$ cat config.mk
export PLATFORM = sky130hd
export DESIGN_NAME = ntt_butterfly_ct_32b
export DESIGN_NICKNAME = d
export VERILOG_FILES = /design/src/rtl/ntt_butterfly_ct_32b_pkg.sv /design/src/rtl/ntt_butterfly_ct_32b_mod_add_sub_32b.sv /design/src/rtl/ntt_butterfly_ct_32b.sv
export SDC_FILE = /design/constraint.sdc
export NUM_CORES = 1
export LEC_CHECK = 0
export CORE_UTILIZATION = 40
export CTS_CLUSTER_SIZE = 24
export DETAILED_ROUTE_END_ITERATION = 16
export PLACE_DENSITY = 0.58
export SYNTH_ARGS = -nofsm -noshare
export SYNTH_HDL_FRONTEND = slang
export SYNTH_SLANG_ARGS = --single-unit
$ cat constraint.sdc
create_clock -name iClk -period 7.5 [get_ports iClk]
set_input_delay 1.5 -clock iClk [delete_from_list [all_inputs] [get_ports iClk]]
set_output_delay 1.5 -clock iClk [all_outputs]
set_load 0.1 [all_outputs]
$ cat src/rtl/ntt_butterfly_ct_32b_pkg.sv
// Shared constants for the Cooley-Tukey NTT butterfly back-end.
//   DEFAULT_DATA_W  : operand / modulus width
//   DEFAULT_MUL_LAT : latency of the upstream Barrett multiplier (depth of the A delay line)
//   MOD_W           : width of the carry/borrow-extended intermediates
//   BFLY_LAT        : issue-to-oValid latency of the whole butterfly (delay line + output reg)
package ntt_butterfly_ct_32b_pkg;

  localparam int unsigned DEFAULT_DATA_W  = 32;
  localparam int unsigned DEFAULT_MUL_LAT = 10;
  localparam int unsigned MOD_W           = DEFAULT_DATA_W + 1;
  localparam int unsigned BFLY_LAT        = DEFAULT_MUL_LAT + 1;

endpackage

$ cat src/rtl/ntt_butterfly_ct_32b_mod_add_sub_32b.sv
// mod_add_sub_32b: combinational modular add / subtract for the NTT butterfly.
// Optional feature macro: NTT_BUTTERFLY_DIV2_EN (halves both results mod q for inverse NTT).
// Ports:
//   iA    in  DATA_W  top operand, < iMod
//   iBW   in  DATA_W  twiddled operand B*W mod q, < iMod
//   iMod  in  DATA_W  modulus q (odd)
//   oSum  out DATA_W  (A+BW) mod q          [halved mod q when NTT_BUTTERFLY_DIV2_EN]
//   oDiff out DATA_W  (A-BW) mod q          [halved mod q when NTT_BUTTERFLY_DIV2_EN]
module mod_add_sub_32b
  import ntt_butterfly_ct_32b_pkg::*;
#(
  parameter int unsigned DATA_W = DEFAULT_DATA_W
) (
  input  logic [DATA_W-1:0] iA,
  input  logic [DATA_W-1:0] iBW,
  input  logic [DATA_W-1:0] iMod,
  output logic [DATA_W-1:0] oSum,
  output logic [DATA_W-1:0] oDiff
);

  logic [DATA_W:0]   w_s;
  logic [DATA_W:0]   w_d;
  logic              w_geq;
  logic              w_borrow;
  logic [DATA_W-1:0] w_sum;
  logic [DATA_W-1:0] w_diff;

  // Full-width compare so a sum above 2^DATA_W (q near 2^DATA_W) still reduces correctly;
  // the subtraction itself can then wrap in DATA_W bits because the result is < q.
  assign w_s   = {1'b0, iA} + {1'b0, iBW};
  assign w_geq = (w_s >= {1'b0, iMod});
  assign w_sum = w_s[DATA_W-1:0] - (w_geq ? iMod : '0);

  // Borrow out of the extended subtraction means A < BW; adding q back wraps into range.
  assign w_d      = {1'b0, iA} - {1'b0, iBW};
  assign w_borrow = w_d[DATA_W];
  assign w_diff   = w_d[DATA_W-1:0] + (w_borrow ? iMod : '0);

`ifdef NTT_BUTTERFLY_DIV2_EN
  // x/2 mod q for odd q: even x -> x>>1, odd x -> (x+q)>>1. The odd case is split as
  // (x>>1) + (q>>1) + 1 so the sum never needs a DATA_W+1 bit carry.
  function automatic logic [DATA_W-1:0] f_half(input logic [DATA_W-1:0] x,
                                               input logic [DATA_W-1:0] q);
    logic [DATA_W-1:0] lsb;
    lsb = {{(DATA_W-1){1'b0}}, q[0]};
    return x[0] ? ((x >> 1) + (q >> 1) + lsb) : (x >> 1);
  endfunction

  assign oSum  = f_half(w_sum, iMod);
  assign oDiff = f_half(w_diff, iMod);
`else
  assign oSum  = w_sum;
  assign oDiff = w_diff;
`endif

endmodule

$ cat src/rtl/ntt_butterfly_ct_32b.sv
// ntt_butterfly_ct_32b: Cooley-Tukey NTT butterfly back-end placed after the Barrett multiplier.
// Delays A (and its valid) by MUL_LAT cycles so it meets B*W mod q, then registers
// (A+BW) mod q and (A-BW) mod q. Stall (iEn) and flush (iClr) match the multiplier so the
// two pipelines stay in lockstep. Latency from issue to oValid is MUL_LAT+1 edges.
// Optional feature macro: NTT_BUTTERFLY_DIV2_EN (results halved mod q, latency unchanged).
// Ports:
//   iClk   in  1       clock
//   iRstN  in  1       asynchronous active-low reset
//   iEn    in  1       advance; 0 holds every register
//   iClr   in  1       synchronous flush, wins over iEn
//   iValid in  1       A issued this cycle
//   iA     in  DATA_W  butterfly top operand
//   iBW    in  DATA_W  multiplier output, aligned with delay-line stage MUL_LAT-1
//   iMod   in  DATA_W  modulus q (odd, quasi-static)
//   oValid out 1       oSum/oDiff valid
//   oSum   out DATA_W  (A+BW) mod q
//   oDiff  out DATA_W  (A-BW) mod q
module ntt_butterfly_ct_32b
  import ntt_butterfly_ct_32b_pkg::*;
#(
  parameter int unsigned DATA_W  = DEFAULT_DATA_W,
  parameter int unsigned MUL_LAT = DEFAULT_MUL_LAT
) (
  input  logic              iClk,
  input  logic              iRstN,
  input  logic              iEn,
  input  logic              iClr,
  input  logic              iValid,
  input  logic [DATA_W-1:0] iA,
  input  logic [DATA_W-1:0] iBW,
  input  logic [DATA_W-1:0] iMod,
  output logic              oValid,
  output logic [DATA_W-1:0] oSum,
  output logic [DATA_W-1:0] oDiff
);

  logic [MUL_LAT-1:0][DATA_W-1:0] r_dA;
  logic [MUL_LAT-1:0]             r_dValid;
  logic                           r_valid;
  logic [DATA_W-1:0]              r_sum;
  logic [DATA_W-1:0]              r_diff;
  logic [DATA_W-1:0]              w_sum;
  logic [DATA_W-1:0]              w_diff;

  mod_add_sub_32b #(
    .DATA_W (DATA_W)
  ) u_mod_add_sub (
    .iA    (r_dA[MUL_LAT-1]),
    .iBW   (iBW),
    .iMod  (iMod),
    .oSum  (w_sum),
    .oDiff (w_diff)
  );

  // Data stages shift regardless of valid; only the valid bits qualify them.
  always_ff @(posedge iClk or negedge iRstN) begin
    if (!iRstN) begin
      r_dA     <= '0;
      r_dValid <= '0;
      r_valid  <= 1'b0;
      r_sum    <= '0;
      r_diff   <= '0;
    end else if (iClr) begin
      r_dA     <= '0;
      r_dValid <= '0;
      r_valid  <= 1'b0;
      r_sum    <= '0;
      r_diff   <= '0;
    end else if (iEn) begin
      r_dA[0]     <= iA;
      r_dValid[0] <= iValid;
      for (int unsigned k = 1; k < MUL_LAT; k++) begin
        r_dA[k]     <= r_dA[k-1];
        r_dValid[k] <= r_dValid[k-1];
      end
      r_valid <= r_dValid[MUL_LAT-1];
      r_sum   <= w_sum;
      r_diff  <= w_diff;
    end
  end

  assign oValid = r_valid;
  assign oSum   = r_sum;
  assign oDiff  = r_diff;

endmodule

==> results of run 1 <==
[per-stage QoR]
stage	setup slack [ns]	hold WS [ns]	cell area [sq um]	setup TNS, ns
3_3_place_gp	-1.22	0.489	28300	-23.82
5_1_grt	-0.157	0.526	30400	-0.760
2_1_floorplan	-0.00409	0.486	23300	-0.00409
6_report	0.168	0.498	30400	0
3_5_place_dp	-1.38	0.493	28300	-28.82
4_1_cts	-0.00733	0.501	30100	-0.0136
[sequential cells by signal, summed over array words and instances (netlist names)]
name,flops
r_dA,320
oDiff,32
oSum,32
r_dValid,10
oValid,1
[worst max path at each step]
| stage | slack [ns] | from | cells past startpoint | end |
|---|---|---|---|---|
| 2_1_floorplan | -0.004 | iBW[9] | 32 | oSum[17]$_DFFE_PN0P_ |
| 3_3_place_gp | -1.22 | iBW[0] | 34 | oSum[30]$_DFFE_PN0P_ |
| 3_5_place_dp | -1.38 | iBW[0] | 34 | oSum[30]$_DFFE_PN0P_ |
| 4_1_cts | -0.007 | iBW[1] | 34 | oSum[31]$_DFFE_PN0P_ |
| 5_1_grt | -0.16 | iBW[1] | 34 | oSum[31]$_DFFE_PN0P_ |
| 6_report | 0.17 | iBW[11] | 33 | oSum[27]$_DFFE_PN0P_ |
[final cells by class]
cell class,instances,area [sq um],share of cell area (%)
clock buffers,63,1250,4.11
clock inverters,13,118,0.387
inverters,123,462,1.52
multi-input cells,1744,13100,43.0
flip-flops and latches,395,9880,32.5
well taps,756,946,3.11
repair buffers,559,4640,15.3
[power breakdown]
part	internal, mW	switching (mW)
clock	1.16	0.874
combinational	0.593	0.895
sequential	2.19	0.0386
total	3.95	1.81
[per-layer routing]
metal	GRT usage (%)	share of wire, %
met5	0	0
met4	5.88	2.6
met3	2.48	3.1
met2	32.0	45
met1	28.5	49
[logic make-up (layout without fill, tap and decap cells)]
family	Yosys count	after routing	synth area share, %
fa+ha+maj	163	163	8.92
compound gates	381	381	11.0
xor+xnor	100	100	3.89
mux	375	375	16.2
simple gates	725	725	13.4
buf+inv	248	758	4.07
flops	395	395	42.6
[worst max-delay path: cells and delay by family]
kind	cells	cell delay, ns
and+or+nand+nor	10	1.90
xor gates and xnor gates	1	0.14
adders and majority gates	3	0.74
buffers and inverters	4	0.44
AOI/OAI and AO/OA	15	3.05
[Yosys cell counts (all sizes together) (14+ instances only)]
cell type / count
inv: 123
buf: 19
dfrtp: 395
o21a: 19
ha: 159
nor3: 52
clkbuf: 106
nor2: 461
o21bai: 19
and3: 14
a21oi: 117
nor2b: 17
nand2: 96
xnor2: 74
o21ai: 60
xor2: 24
mux2i: 374
a211oi: 17
nand4: 19
nand3: 15
a21o: 55
[timing repair]
action,4_1_cts,5_1_grt
pin swaps,53,60
hold buffers,0,0
setup buffers,17,6
endpoints found under the setup margin,23,20
endpoints found under the hold margin,0,0
gates resized for setup,123,73
==> results.md, run 1 <==
* Outcome: finished, final reports clean
* Post-layout min period at 7.33 ns
* Core Area at 56800 sq um
* Yosys warning count at 0
* Total global-route track usage at roughly 20%
* Number of I/O port buffers at 165
* Final number of setup-violating endpoints at 0
* Worst Path Required at between 7 and 8 ns
* Via count at between 15000 and 20000
* FF-to-FF Start: r_dA[299]$_DFFE_PN0P_
* CP Class: input pin to flip-flop
* Top-area cell type share of the netlist area at between 40 and 50%
* Die ar. at around 59000 sq um
* Post-synthesis cell count at around 2400
* Cell taking the most area after synthesis: dfrtp_1
* Syn_nets at around 2700
* Antenna violations before repair at 0
* R2R cell count at 31
* CTS clk-pin slew, worst paths at about 0.060 ns
* Max-Cap Viols at 0
* Cell variety after synth at slightly below 80
* Worst-skew pair later-pin latency at 0.58 ns
* Pleak at 15.4 nW
* Drc violations at 0
* FILL cells at 5120
* Max stage delay on crit path at 0.55 ns
* Yosys reg bits at roughly 400
* Starting Density at 40.8%
* First DRT Iteration DRCs at roughly 1100
* Hold wc startpoint: r_dA[198]$_DFFE_PN0P_
* Reg2reg setup slack at 0.74 ns
* Sequential element share of the synthesized area at 42.6%
* FF-to-FF End: oSum[27]$_DFFE_PN0P_
* Vias per cell at just over 5
* DP Wirelength at ~44 mm
* Maximum vdd drop at 0.000190 V
* Main flop type after synthesis: dfrtp_1
* DRT antenna net count at 0
* Vias in the first global route at 18400
* Placed insts at 3555
* GPL Wtd Cong at ~0.94
* Highest Clock Rate at about 140 MHz
* Routed len/inst at approximately 16 um
* Slew headroom at between 20% and 30%
* Non-Filler Instances at roughly 3700
* RSZ-0062 raised after global routing: yes
* Total CTS buffers at 42
* HP Class: flip-flop to flip-flop
* Clock Sinks at 395
* H-tree depth at 2
* Power Total at roughly 5.8 mW
* Routed WL at 59.5 mm
* Pwr Density at roughly 190 nW/um^2
* Worst hold stages at 2
* Row count at a little under 90
* Startpoint class of the critical path: input pin
* Share of cells above drive strength 1 at between 20% and 30%
* Final hold violations at 0
* Commonest non-fill, non-tap cell in the layout: nor2_1
* Period utilization at 97.8%
* WP data arrival at 7.79 ns
* Max-slew violations at 0
* Number of iterations in the first detailed-routing pass at 5
* Clock buffer depth at 3
* Max Clock Skew at 0.0290 ns
* Finished Core Util at between 50% and 60%
* Hold EP: r_dA[230]$_DFFE_PN0P_
* DIE WIDTH at 243 um
* Slew of the pin with the lowest slew margin at between 1 and 1.5 ns
* First-pass GRT wire length at 97.4 mm
* FFs w/ async S/R, synth at 100%
* Most used cells in the layout excluding fill and tap cells: 454 x nor2_1, 395 x dfrtp_1, 386 x buf_4
* Largest net degree at the start of global routing at 167
* Nets at approximately 3100
* Synthesized area at 23200 sq um
* Die Ht at roughly 240 um
* CP endpoint kind: flip-flop
* Post-synth EDFFs at 0
* Worst path slowest cell: or4_4
* Top Ports at 166
* Mean Syn Cell Area at 9.72 sq um
* ANT cells at 0
* Synth top area cells: dfrtp_1 43%, mux2i_1 16%, ha_1 8.6%
* CTS tree: built
* Critical Path Fanout Max at 6
* GRT overflow at 0
* Area delta synth->final at 30.9%
* Root Buffer: clkbuf_16
Power figures use the tool's default switching activity.
==> inputs of run 2 (changes only) <==
--- a/config.mk
+++ b/config.mk
@@ -9,6 +9,7 @@
 export CTS_CLUSTER_SIZE = 24
 export DETAILED_ROUTE_END_ITERATION = 16
 export PLACE_DENSITY = 0.58
+export SETUP_SLACK_MARGIN = 0.1
 export SYNTH_ARGS = -nofsm -noshare
 export SYNTH_HDL_FRONTEND = slang
 export SYNTH_SLANG_ARGS = --single-unit
==> run 2 against run 1 <==
Compared with the run above: the flow now finishes with violations (negative setup slack); worst setup slack worse by 0.23 ns; global-route usage up 0.32 points; die area unchanged; via count up 1.3%; utilization up 0.47 points; sequential power about the same; combinational power about the same; non-clock buffer count up 11; final cell count up 0.41%; clock skew down 0.0030 ns; clock power up 4%; largest power group unchanged.
==> results.md, run 2 (synthesis results as in run 1) <==
* Failing checks: negative setup slack
* Slew of the pin with the lowest slew margin at ~1.1 ns
* Hold wc startpoint: oSum[26]$_DFFE_PN0P_
* CP endpoint kind: flip-flop
* Sequential power share at 38.1%
* Share of cells above drive strength 1 at a little over a fifth
* Row count at 87
* Largest net degree at the start of global routing at around 150
* Critical Path Fanout Max at 6
* Core Area at about 57000 sq um
* First-pass GRT wire length at 98.4 mm
* Root Buffer: clkbuf_16
* First DRT Iteration DRCs at 1018
* Total Neg Setup Slack at -0.0605 ns
* Max-slew violations at 0
* Die Ht at around 240 um
* Nets at 3141
* Sw Share at a little under a third
* Seq. cell area at about 10000 sq um
* Total CTS buffers at 42
* Post-route cell area at around 31000 sq um
* Post-route setup slack at -0.0605 ns
* HP Class: flip-flop to flip-flop
* CTS tree: built
* Footprint of the multi-input gates at ~13000 sq um
* Vias in the first global route at 18400
* Top Ports at 166
* Die ar. at around 59000 sq um
* Clock Power Share at a little over a third
* Number of I/O port buffers at roughly 170
* RSZ-0062 raised after global routing: yes
* Startpoint class of the critical path: input pin
* Max-Cap Viols at 0
* Final number of setup-violating endpoints at 1
* Worst hold margin at 0.506 ns
* Start point of the critical path: iBW[0]
* CP Class: input pin to flip-flop
* Routed len/inst at between 15 and 20 um
* Max Clock Skew at 0.0260 ns
* Vias per cell at slightly above 5
* Clock Sinks at just under 400
* Pwr Density at 191 nW/um^2
* GPL Wtd Cong at 0.909
* Placed insts at between 3000 and 4000
* Antenna violations before repair at 2
* Cts hold-fix bufs at 0
* Setup WS pre-CTS at -1.27 ns
* Number of iterations in the first detailed-routing pass at 5
* Internal cell power at between 4 and 5 mW
* Biggest register: r_dA
* Bufs and invs on worst path at 5
* DP Area at approximately 28000 sq um
* Clock buffer depth at 3
* Worst path slowest cell: or4_4
* FF-to-FF Start: r_dA[288]$_DFFE_PN0P_
* Post-layout min period at between 7 and 8 ns
* Final hold violations at 0
* Area delta synth->final at 32.1%
* Outcome: finished, violations left
* Highest Clock Rate at between 100 and 150 MHz
* GRT overflow at 0
* Total global-route track usage at between 20% and 30%
* Power Total at roughly 5.9 mW
* Maximum vdd drop at 0.000155 V
* DRT antenna net count at 0
* Crit-path most repeated cell: buf_4
* H-tree depth at 2
* Worst path top cell family by delay: compound AO/OA/AOI/OAI gates
* Via count at approximately 19000
* DP Wirelength at 44.0 mm
* Drc violations at 0
* Starting Density at between 40 and 50%
* DIE WIDTH at approximately 240 um
* Finished Core Util at 53.9%
* FILL cells at roughly 5000
* Non-Filler Instances at between 3000 and 4000
* Comb pwr share at approximately 26%
* Slew headroom at ~30%
* Routed WL at 60.4 mm
* Pleak at around 15 nW
* Max stage delay on crit path at between 0.5 and 0.6 ns
* NetSw at between 1.5 and 2 mW
* Commonest non-fill, non-tap cell in the layout: nor2_1
* CTS clk-pin slew, worst paths at about 0.06 ns
* WP data arrival at between 8 and 9 ns
* Period utilization at 101%
* Worst Path Required at about 8 ns
* Worst-skew pair later-pin latency at between 0.5 and 0.6 ns
* Max FFs per register at 320
* Most used cells in the layout excluding fill and tap cells: 456 x nor2_1, 401 x buf_4, 395 x dfrtp_1
run 2: worst reg2reg max path, delay by kind of cell (launching register included):
family                   cells  cell delay (ns)
AO/OA/AOI/OAI               15             2.84
XOR/XNOR                     1             0.21
adder cells (fa/ha/maj)      4             1.05
buffers and inverters        4             0.69
flip-flops                   1             0.45
AND/OR/NAND/NOR             10             1.72
run 2: repair_timing:
| action | CTS | global route |
|---|---|---|
| cloned | 1 | 0 |
| endpoints found under the setup margin | 24 | 23 |
| pin swaps | 50 | 83 |
| setup buffers | 27 | 15 |
| resized for setup | 108 | 86 |
run 2: metal layers:
metal | vias up | global-route usage (%) | part of all wire (%)
met5 | - | 0 | 0
met4 | 0 | 6.01 | 2.8
met3 | 87 | 2.43 | 3.1
met2 | 295 | 32.6 | 45
met1 | 8928 | 28.9 | 49
li1 | 9298 | - | -
run 2: final timing paths:
| kind | endpoint | slack (ns) | cells after the start |
|---|---|---|---|
| max in group asynchronous | r_dA[108]$_DFFE_PN0P_ | 5.05 | 2 |
| setup / recovery | oSum[17]$_DFFE_PN0P_ | -0.06 | 35 |
| min in group asynchronous | oDiff[17]$_DFFE_PN0P_ | 0.99 | 1 |
| setup reg to reg | oSum[17]$_DFFE_PN0P_ | 0.48 | 34 |
| hold reg to reg | oSum[26]$_DFFE_PN0P_ | 0.51 | 1 |
| hold / removal | oSum[26]$_DFFE_PN0P_ | 0.51 | 1 |
run 2: area by class of cell:
cell class,count,area share [%]
multi-input cells,1745,43.1
inverters,123,1.53
diodes,1,0.00817
well taps,756,3.09
flip-flops and latches,395,32.3
repair buffers,570,15.4
clock inverters,16,0.588
clock buffers,62,4.10
run 2: power by group through the flow:
stage	combinational [mW]	sequential (mW)	clock, mW
6_report	1.51	2.23	2.12
5_1_grt	1.63	2.24	2.26
4_1_cts	1.48	2.23	2.19
3_5_place_dp	1.45	2.27	0
3_3_place_gp	1.44	2.27	0
2_1_floorplan	0.603	2.57	0
==> inputs of run 3 (changes only) <==
--- a/config.mk
+++ b/config.mk
@@ -6,9 +6,11 @@
 export NUM_CORES = 1
 export LEC_CHECK = 0
 export CORE_UTILIZATION = 40
+export CTS_BUF_LIST = sky130_fd_sc_hd__clkbuf_4 sky130_fd_sc_hd__clkbuf_8 sky130_fd_sc_hd__clkbuf_16
 export CTS_CLUSTER_SIZE = 24
 export DETAILED_ROUTE_END_ITERATION = 16
-export PLACE_DENSITY = 0.58
+export DONT_BUFFER_PORTS = 1
+export PLACE_DENSITY = 0.54
 export SETUP_SLACK_MARGIN = 0.1
 export SYNTH_ARGS = -nofsm -noshare
 export SYNTH_HDL_FRONTEND = slang
==> run 3 against run 2 <==
Compared with the run above: the run ends with max-slew violations left; via count fell by 7.8%; die area did not move; clock power rose by 4%; sequential power rose by 14%; wire length fell by 6.4%; combinational power fell by 47%; critical path type unchanged.
==> results.md, run 3 (synthesis results as in run 1) <==
* Outcome: finished, violations left
* Failing checks: max-slew violations
* WP data arrival at roughly 7.8 ns
* Via count at around 17000
* HP Class: flip-flop to flip-flop
* Area delta synth->final at 17.5%
* Total Neg Setup Slack at 0 ns
* Max Clock Skew at about 0.024 ns
* Top Ports at about 170
* CP Class: input pin to flip-flop
* Biggest register: r_dA
* First-pass GRT wire length at approximately 93 mm
* Slew of the pin with the lowest slew margin at about 2.3 ns
* Setup WS pre-CTS at -0.657 ns
* Number of iterations in the first detailed-routing pass at 5
* First DRT Iteration DRCs at around 1000
* DRT antenna net count at 0
* Core Area at approximately 57000 sq um
* Slew headroom at -51.8%
* Most used cells in the layout excluding fill and tap cells: 458 x nor2_1, 395 x dfrtp_1, 374 x mux2i_1
* ANT cells at 0
* GRT overflow at 0
* Startpoint class of the critical path: input pin
* Pwr Density at around 200 nW/um^2
* Post-route cell area at about 27000 sq um
* Worst Path Required at between 7 and 8 ns
* Period utilization at a little over nine tenths
* Vias per cell at 5.16
* Commonest non-fill, non-tap cell in the layout: nor2_1
* Die Ht at around 240 um
* Post-layout min period at between 7 and 8 ns
* Worst hold stages at 2
* DIE WIDTH at roughly 240 um
* Largest net degree at the start of global routing at 396
* Worst-skew pair later-pin latency at slightly below 0.6 ns
* Starting Density at 40.8%
* Share of cells above drive strength 1 at 15.0%
* Max-slew violations at ~250
* Highest Clock Rate at ~140 MHz
* Final number of setup-violating endpoints at 0
* Cts hold-fix bufs at 0
* Pleak at 14.0 nW
* Critical Path Fanout Max at 5
* Nets at roughly 2800
* H-tree depth at 2
* Root Buffer: clkbuf_16
* Vias in the first global route at 16900
* GPL Wtd Cong at between 0.8 and 0.9
* Drc violations at 0
* Final hold violations at 0
* R2R cell count at 33
* Row count at 87
* Worst hold margin at approximately 0.51 ns
* Clock Sinks at between 300 and 400
* RSZ-0062 raised after global routing: yes
* Max-Cap Viols at 0
* Total global-route track usage at 19.2%
* Maximum vdd drop at around 0.00017 V
* Number of I/O port buffers at 0
* Routed WL at between 50 and 60 mm
* Antenna violations before repair at 0
* CTS clk-pin slew, worst paths at roughly 0.06 ns
* Routed len/inst at 17.0 um
* CTS tree: built
* Clock buffer depth at 3
* Total CTS buffers at 45
* Max FFs per register at 320
* Die ar. at approximately 59000 sq um
* DP Area at 25500 sq um
* Worst path slowest cell: or4_4
* Post-route setup slack at roughly 0.13 ns
* DP Wirelength at ~40 mm
* Max stage delay on crit path at ~0.52 ns
* CP endpoint kind: flip-flop
## run 3: cell count changes in the layout (fill, tap and decap cells not counted), moves of 8 or more
cell             delta
ha_1               +18
buf_4             -181
ha_4               -15
clkbuf_4            +9
clkbuf_1            -8
clkdlybuf4s50_1   -138
## run 3: layout make-up
cell class,count,area (sq um)
Clock buffer,67,1370
Clock inverter,14,144
Fill cell,5396,29600
Inverter,123,469
Multi-Input combinational cell,1745,12800
Sequential cell,395,9880
Tap cell,756,946
Timing Repair Buffer,223,1690
## run 3: worst paths after layout
path | start | endpoint | slack (ns)
setup reg to reg | r_dA[288]$_DFFE_PN0P_ | oSum[27]$_DFFE_PN0P_ | 0.56
hold reg to reg | r_dA[278]$_DFFE_PN0P_ | r_dA[310]$_DFFE_PN0P_ | 0.51
hold / removal | r_dA[278]$_DFFE_PN0P_ | r_dA[310]$_DFFE_PN0P_ | 0.51
max in group asynchronous | iRstN | r_dA[195]$_DFFE_PN0P_ | 5.08
setup / recovery | iBW[0] | oSum[27]$_DFFE_PN0P_ | 0.13
min in group asynchronous | iRstN | oSum[1]$_DFFE_PN0P_ | 0.62
## run 3: stage by stage
step | std cells | util [%] | total power, mW
detailed placement | 3230 | 44.8 | 3.35
global route | 3323 | 48.0 | 5.80
CTS | 3316 | 47.6 | 5.61
finish | 3323 | 48.0 | 5.55
global placement | 3230 | 44.8 | 3.33
floorplan | 2387 | - | 3.18
## run 3: power by group
group / switching [mW] / total (mW) / internal (mW)
Clock: 0.898 / 2.20 / 1.31
Combinational: 0.387 / 0.795 / 0.408
Sequential: 0.366 / 2.55 / 2.19
## run 3: what timing repair did
action                                 4_1_cts  5_1_grt
gates resized for setup                     14       24
endpoints found under the hold margin        0        0
setup buffers                                4        7
pin swaps                                   25       27
cloned                                       1        0
setup endpoints to repair                   11       20
## run 3: metal layers
| layer | track usage (%) | routed length [um] | up-vias |
|---|---|---|---|
| met3 | 2.70 | 2170 | 89 |
| met5 | 0 | 0 | - |
| met2 | 29.5 | 24500 | 306 |
| li1 | - | - | 8560 |
| met1 | 27.4 | 28000 | 8203 |
| met4 | 6.73 | 1920 | 0 |
## run 3: critical path, delay by kind of cell
family,cells,cell delay (ns)
buffers and inverters,3,0.45
AOI/OAI and AO/OA,17,3.36
adders and majority gates,4,1.06
and+or+nand+nor,8,1.34
xor gates and xnor gates,1,0.15
